==> src/rtl/intlv_pkg.sv <==
// Shared constants, FSM state type and closed-form reference permutation for the
// WiMAX QPSK block interleaver write path.
package intlv_pkg;

  localparam int unsigned NCBPS_QPSK = 192;
  localparam int unsigned D_ROWS     = 16;
  localparam int unsigned COLS       = NCBPS_QPSK / D_ROWS;

  typedef enum logic {
    IDLE = 1'b0,
    FILL = 1'b1
  } wr_state_t;

  // mk = (NCBPS/D)*(k mod D) + floor(k/D)
  function automatic int unsigned perm_addr(input int unsigned k);
    return COLS * (k % D_ROWS) + k / D_ROWS;
  endfunction

endpackage

==> src/rtl/intlv_perm_ctr.sv <==
// Incremental row/col/address tracker for the first interleaver permutation.
// addr always holds mk for the bit index currently being tracked.
module intlv_perm_ctr
  import intlv_pkg::*;
#(
  parameter int unsigned NCBPS = NCBPS_QPSK,
  parameter int unsigned D     = D_ROWS,
  parameter int unsigned AW    = 8
) (
  input  logic          clk,
  input  logic          reset,
  input  logic          en,
  input  logic          clr,
  output logic [AW-1:0] addr
);

  localparam int unsigned RW   = (D > 1) ? $clog2(D) : 1;
  localparam int unsigned STEP = NCBPS / D;

  logic [RW-1:0] row;
  logic [AW-1:0] col;

  // Wrapping a row restarts one column to the right, i.e. addr = col + 1.
  always_ff @(posedge clk) begin
    if (reset || clr) begin
      row  <= '0;
      col  <= '0;
      addr <= '0;
    end else if (en) begin
      if (row == RW'(D - 1)) begin
        row  <= '0;
        col  <= col + AW'(1);
        addr <= col + AW'(1);
      end else begin
        row  <= row + RW'(1);
        addr <= addr + AW'(STEP);
      end
    end
  end

endmodule

==> src/rtl/intlv_wr_addr_gen.sv <==
// Write-side address generator for the WiMAX block interleaver (one buffer write per bit).
// Optional macro INTLV_BYPASS_EN adds a 'bypass' input selecting identity write order.
module intlv_wr_addr_gen
  import intlv_pkg::*;
#(
  parameter int unsigned NCBPS = NCBPS_QPSK,
  parameter int unsigned D     = D_ROWS,
  parameter int unsigned AW    = 8
) (
  input  logic          clk,
  input  logic          reset,
`ifdef INTLV_BYPASS_EN
  input  logic          bypass,
`endif
  input  logic          in_valid,
  input  logic          in_data,
  output logic          in_ready,
  input  logic          buf_ready,
  output logic [AW-1:0] wraddress,
  output logic          wrdata,
  output logic          valid_out,
  output logic          block_done
);

  wr_state_t     state, state_next;
  logic [AW-1:0] k;
  logic [AW-1:0] perm;
  logic [AW-1:0] addr_sel;
  logic          accept;
  logic          last;
  logic          ctr_en;
  logic          ctr_clr;

  assign in_ready = buf_ready;
  assign accept   = in_valid & buf_ready;

  always_ff @(posedge clk) begin
    if (reset) state <= IDLE;
    else       state <= state_next;
  end

  always_comb begin
    state_next = state;
    unique case (state)
      IDLE:    if (accept) state_next = FILL;
      FILL:    if (accept && last) state_next = IDLE;
      default: state_next = IDLE;
    endcase
  end

  always_comb begin
    last    = (state == FILL) && (k == AW'(NCBPS - 1));
    ctr_en  = accept;
    ctr_clr = accept && last;
  end

  always_ff @(posedge clk) begin
    if (reset)        k <= '0;
    else if (ctr_clr) k <= '0;
    else if (ctr_en)  k <= k + AW'(1);
  end

  intlv_perm_ctr #(
    .NCBPS (NCBPS),
    .D     (D),
    .AW    (AW)
  ) u_perm_ctr (
    .clk   (clk),
    .reset (reset),
    .en    (ctr_en),
    .clr   (ctr_clr),
    .addr  (perm)
  );

`ifdef INTLV_BYPASS_EN
  logic bypass_q;
  logic use_bypass;

  // Live value applies to the first bit of a block; the latched copy covers the rest.
  always_ff @(posedge clk) begin
    if (reset)              bypass_q <= 1'b0;
    else if (state == IDLE) bypass_q <= bypass;
  end

  assign use_bypass = (state == IDLE) ? bypass : bypass_q;
  assign addr_sel   = use_bypass ? k : perm;
`else
  assign addr_sel = perm;
`endif

  always_ff @(posedge clk) begin
    if (reset) begin
      valid_out  <= 1'b0;
      block_done <= 1'b0;
      wraddress  <= '0;
      wrdata     <= 1'b0;
    end else begin
      valid_out  <= accept;
      block_done <= accept && last;
      if (accept) begin
        wraddress <= addr_sel;
        wrdata    <= in_data;
      end
    end
  end

endmodule

==> config.mk <==
export PLATFORM = sky130hd
export DESIGN_NAME = intlv_wr_addr_gen
export DESIGN_NICKNAME = d
export VERILOG_FILES = /design/src/rtl/intlv_pkg.sv /design/src/rtl/intlv_perm_ctr.sv /design/src/rtl/intlv_wr_addr_gen.sv
export SDC_FILE = /design/constraint.sdc
export NUM_CORES = 1
export LEC_CHECK = 0
export CORE_MARGIN = 5
export CORE_UTILIZATION = 40
export DETAILED_ROUTE_END_ITERATION = 6
export SLEW_MARGIN = 10
export SYNTH_ARGS = -nofsm -noshare
export SYNTH_HDL_FRONTEND = slang
export SYNTH_SLANG_ARGS = --single-unit
==> constraint.sdc <==
create_clock -name clk -period 3.4 [get_ports clk]
set_input_delay 0.51 -clock clk [delete_from_list [all_inputs] [get_ports clk]]
set_output_delay 0.51 -clock clk [all_outputs]
set_load 0.1 [all_outputs]
### Word-level counts from Yosys, hierarchy flattened

Index checks and enable logic that the tools add are counted.

| storage, ports and cells | value |
|---|---|
| register bits | 40 |
| bits of input ports | 5 |

| operators by class | value |
|---|---|
| mux-type cells | 5 |
| reductions and logical operators | 5 |
| bitwise gates (word level) | 2 |
| equal/unequal tests | 2 |
| add/sub/neg operators | 4 |

Operator list:

| kind | number |
|---|---|
| $add A8 B1 Y8 const B | 2 |
| $add A8 B4 Y8 const B | 1 |
| $eq A8 B8 Y1 const B | 1 |
| $mux W8 | 1 |
| $add A4 B1 Y4 const B | 1 |
| $eq A4 B4 Y1 const B | 1 |
| $mux W4 | 1 |
| $logic_and A1 B1 Y1 | 2 |
| $mux W1 | 2 |
| $pmux W1 S2 | 1 |
| $reduce_and A2 Y1 | 1 |
| $reduce_or A2 Y1 | 1 |
| $and A1 B1 Y1 | 1 |
| $logic_or A1 B1 Y1 | 1 |
| $not A1 Y1 | 1 |

### Depth between registers and ports, before layout

| depth | value |
|---|---|
| word-level depth | 5 |
| mapped depth | 7 |
| depth with buffers taken out | 5 |

### By module

A second synthesis with hierarchy kept.

| unflattened totals | value |
|---|---|
| cell total of the unflattened synthesis | 213 |
| area, all modules | 1,839.3 sq um |

Modules (own cells, without submodules):

| module | cells an instance | instances | seq. area each (sq um) | area an instance (sq um) |
|---|---|---|---|---|
| intlv_perm_ctr | 121 | 1 | 400.4 | 1,049.8 |
| intlv_wr_addr_gen | 92 | 1 | 400.4 | 789.5 |

### Least setup slack after synthesis

Ideal clock, no wire load.

| timing path | value |
|---|---|
| path kind | input port to flip-flop |
| from | input in_valid |
| to | register k[5] |
| cell stages on the path | 6 |
| data required time | 3.285 ns |
| arrival | 1.327 ns |
| slack | 1.959 ns |
| library setup time | 0.115 ns |
| cell sequence | nand3_1 nor3_2 a41o_1 buf_6 buf_8 nor2_1 |

| on the way | value |
|---|---|
| longest elaborated chain between the ends | 3 |

RTL lines:

| item | line | RTL |
|---|---|---|
| from (decl) | intlv_wr_addr_gen.sv:15 | `input logic in_valid,` |
| $and A1 B1 Y1 * | intlv_wr_addr_gen.sv:35 | `assign accept = in_valid & buf_ready;` |
| $logic_and A1 B1 Y1 | intlv_wr_addr_gen.sv:54 | `ctr_clr = accept && last;` |
| $reduce_or A2 Y1 (no line) | -- |  |
| to (signal assigned) | intlv_wr_addr_gen.sv:60 | `else if (ctr_en) k <= k + AW'(1);` |
| to (decl) | intlv_wr_addr_gen.sv:26 | `logic [AW-1:0] k;` |

Every way passes the cells marked *; elsewhere a longest branch is shown, timed or not.
A chain may end at the register's enable or synchronous reset.

### Worst setup path after layout

| timing path | value |
|---|---|
| from | register wraddress[4] |
| to | output wraddress[4] |

RTL lines:

| item | line | RTL |
|---|---|---|
| from (decl) | intlv_wr_addr_gen.sv:19 | `output logic [AW-1:0] wraddress,` |
| from (signal assigned) | intlv_wr_addr_gen.sv:101 | `wraddress <= addr_sel;` |

No word-level cell between the ends.

==> PnR_summary.wiki <==
{| class="wikitable"
! Metric !! Value
|-
| Reg-to-reg startpoint || u_perm_ctr.row[0]
|-
| Register share of total power || 55.6%
|-
| Antenna Violating Nets Remaining || 0
|-
| Worst min-delay path class || reg2reg
|-
| CTS tree || yes
|-
| Required time worst endpoint || 2.89 ns
|-
| Vias in the first global route || 1292
|-
| Top Usage Layer GRT || met2
|-
| Final Hold Fails || 0
|-
| GRT met1 Usage || 15.7%
|-
| Overflow after GRT || 0
|-
| Total routed wirelength || 3520 um
|-
| Setup Fix Bufs, Post-CTS || 0
|-
| RSZ-0062 raised after global routing || false
|-
| Final critical-path setup slack || 1.13 ns
|-
| Met3 usage || 3.82%
|-
| Worst endpoint data arrival time || 1.76 ns
|-
| Dominant register cell in the synthesized netlist || sky130_fd_sc_hd__dfxtp_1
|-
| Clock period minus final worst setup slack || 2.27 ns
|-
| Count of buffers from port buffering || 16
|-
| Cell chosen for the clock root || sky130_fd_sc_hd__clkbuf_8
|-
| Leak pwr || 0.000663 uW
|-
| Worst-case vdd ir drop || 0.000174 V
|-
| Top cell family by delay on the critical path || buffers and inverters
|-
| Clock slew seen by the registers of the worst setup and hold paths || 0.07 ns
|-
| # hold bufs at CTS || 0
|-
| Via count || 1435
|-
| Yosys Warn Count || 0
|-
| Relative slew margins || 34.8%
|-
| Number of iterations in the first detailed-routing pass || 4
|-
| Post-layout utilization of the core || 46.3%
|-
| Mean routed wirelength per cell || 12.6 um
|-
| Met2 Use GR || 19.5%
|-
| Number of pins exceeding their max-slew limit in the final report || 0
|-
| Total standard cell area after synthesis || 0.00181 sq mm
|-
| Number of buffers created by CTS || 5
|-
| Startpoint Class || flip-flop
|-
| Gate count after technology mapping || 214
|-
| Outcome || completed
|-
| Core area || 0.00438 sq mm
|-
| Commonest cells after routing, fill and taps aside || sky130_fd_sc_hd__dfxtp_1, sky130_fd_sc_hd__nand2_1, sky130_fd_sc_hd__nor2_1
|-
| Critical path endpoint category || primary output
|-
| Antenna cells || 0
|-
| Sinks on the clock net || 40
|-
| Max Cap Viol || 0
|-
| Number of DRC markers in iteration 0 || 91
|-
| Post-CTS Resized || 0
|-
| Transition time at the pin with the least slew margin || 0.975 ns
|-
| Worst-case hold slack || 0.451 ns
|-
| PwrDens || 428 mW/mm^2
|-
| Final number of setup-violating endpoints || 0
|-
| Net Switching || 208 uW
|-
| Average footprint of a synthesized cell || 8.48 sq um
|-
| Global-route wire length before repair || 6040 um
|-
| Post-synthesis sequential element count || 40
|-
| Async set or reset register ratio after synthesis || 0%
|-
| Critical-path cell list || clkdlybuf4s50_1
|-
| Clk network pwr share || 36.9%
|-
| GRT Resource Usage Total || 12.3%
|-
| Sw Share || 24.0%
|-
| Fin Clk Skew || 0.00612 ns
|-
| Post-synth net total || 223
|-
| Signed area change from the synthesized netlist to the final layout || 12.0%
|-
| X dimension of the die || 77.3 um
|-
| Largest driver fanout on the critical path || 2
|-
| Total number of nets in the final design || 235
|-
| Area of the die || 0.00598 sq mm
|-
| Starting Density || 41.4%
|-
| Post-route fraction of the period consumed by the critical path || 66.6%
|-
| Combinational cell fraction of total power || 7.5%
|-
| Cell-internal power || 661 uW
|-
| Boundary Pins || 17
|-
| Placed Instances || 271
|-
| Peak clock frequency supported by timing || 0.441 GHz
|-
| Critical path's largest stage delay || 1.14 ns
|-
| Yosys cell types || 36
|-
| Critical Path Source || wraddress[4]
|-
| Worst-case setup slack after placement || 0.920 ns
|-
| Total half-perimeter wirelength after legalization and detailed placement || 2410 um
|-
| Clk Latency, worst-skew pair || 0.29 ns
|-
| Leading cell type in the layout, fill and taps excluded || sky130_fd_sc_hd__dfxtp_1
|-
| Post-Layout Cell Count || 279
|-
| Setup TNS after final layout || 0 ns
|-
| Critical path's slowest cell || sky130_fd_sc_hd__clkdlybuf4s50_1
|-
| Number of flops mapped to enable cells by yosys || 0
|-
| Min-delay src || u_perm_ctr.addr[0]
|-
| Clock buffer depth || 2
|-
| Register area share after synthesis || 44.1%
|-
| Standard-cell rows || 24
|-
| Ratio of cells with drive above 1 in the final layout || 6.17%
|-
| Final weighted congestion of routability-driven global placement || 0.806
|-
| Kind of critical path || reg2out
|-
| # DRC || 0
|-
| Floorplan die height || 77.3 um
|-
| Crit path buf inv count || 1
|-
| Pin count of the biggest net entering global routing || 24
|-
| Average vias per placed instance || 5.14
|-
| Antenna violations before repair || 0
|-
| H-tree levels || 2
|}
==> cells in the mapped netlist, types with 5 or more instances <==
master / number / area, sq um
sky130_fd_sc_hd__nor3_1: 6 / 30.0
sky130_fd_sc_hd__nand2_1: 38 / 143
sky130_fd_sc_hd__a21oi_1: 20 / 100
sky130_fd_sc_hd__nand3_1: 7 / 35.0
sky130_fd_sc_hd__nand4_1: 5 / 31.3
sky130_fd_sc_hd__dfxtp_1: 40 / 801
sky130_fd_sc_hd__nor2_1: 25 / 93.8
sky130_fd_sc_hd__o21ai_0: 5 / 25.0
sky130_fd_sc_hd__xor2_1: 7 / 61.3
sky130_fd_sc_hd__xnor2_1: 14 / 123
==> routing by layer <==
metal / wire [um] / vias to the layer above / share of wire (%)
met5: 0 / - / 0
met4: 51 / 0 / 1.5
met3: 188 / 6 / 5.3
met2: 1550 / 27 / 44
met1: 1730 / 652 / 49
li1: - / 750 / -
==> worst reg2reg max path: stages (launching register included) <==
cell,delay [ns]
sky130_fd_sc_hd__dfxtp_1,0.40
sky130_fd_sc_hd__ha_1,0.25
sky130_fd_sc_hd__nand3_2,0.24
sky130_fd_sc_hd__nor2_1,0.49
sky130_fd_sc_hd__o21ai_0,0.27
sky130_fd_sc_hd__a31oi_1,0.21
==> power groups by stage <==
stage	combinational, uW	sequential [uW]	clock, uW
floorplan	40.1	506	0
global placement	65.9	494	0
detailed placement	66.0	494	0
CTS	66.3	483	330
global route	71.9	484	351
finish	65.3	483	321
==> final timing paths <==
path | to | slack (ns) | depth (start not counted)
hold reg to reg | wraddress[0] | 0.45 | 2
setup / recovery | wraddress[4] | 1.13 | 1
hold / removal | wraddress[0] | 0.45 | 2
setup reg to reg | u_perm_ctr.addr[7] | 1.48 | 5
==> registers in the layout, indices dropped and copies added, names as in the netlist <==
register	count
k	8
u_perm_ctr.addr	8
u_perm_ctr.col	8
wraddress	8
u_perm_ctr.row	4
block_done	1
state	1
valid_out	1
wrdata	1
==> metrics by stage <==
stage	instance area (sq um)	total power [uW]
3_3_place_gp	1940	560
2_1_floorplan	1810	546
3_5_place_dp	1940	560
4_1_cts	2030	879
5_1_grt	2030	907
6_report	2030	870
==> logic make-up (layout without fill, tap and decap cells) <==
logic type / count (synthesis) / after routing / synth area share, %
buf+inv: 18 / 31 / 7.31
xor+xnor: 21 / 21 / 10.1
flops: 40 / 40 / 44.1
compound gates: 38 / 38 / 12.5
simple gates: 93 / 93 / 23.2
fa+ha+maj: 4 / 4 / 2.76
==> area by class of cell <==
type / instances / area, sq um
timing repair buffer: 19 / 180
inverter: 4 / 15.0
clock buffer: 8 / 90.1
multi-input combinational: 156 / 881
fill: 453 / 2350
sequential: 40 / 801
tap: 52 / 65.1
No activity file was read; power rests on OpenSTA's default activity.
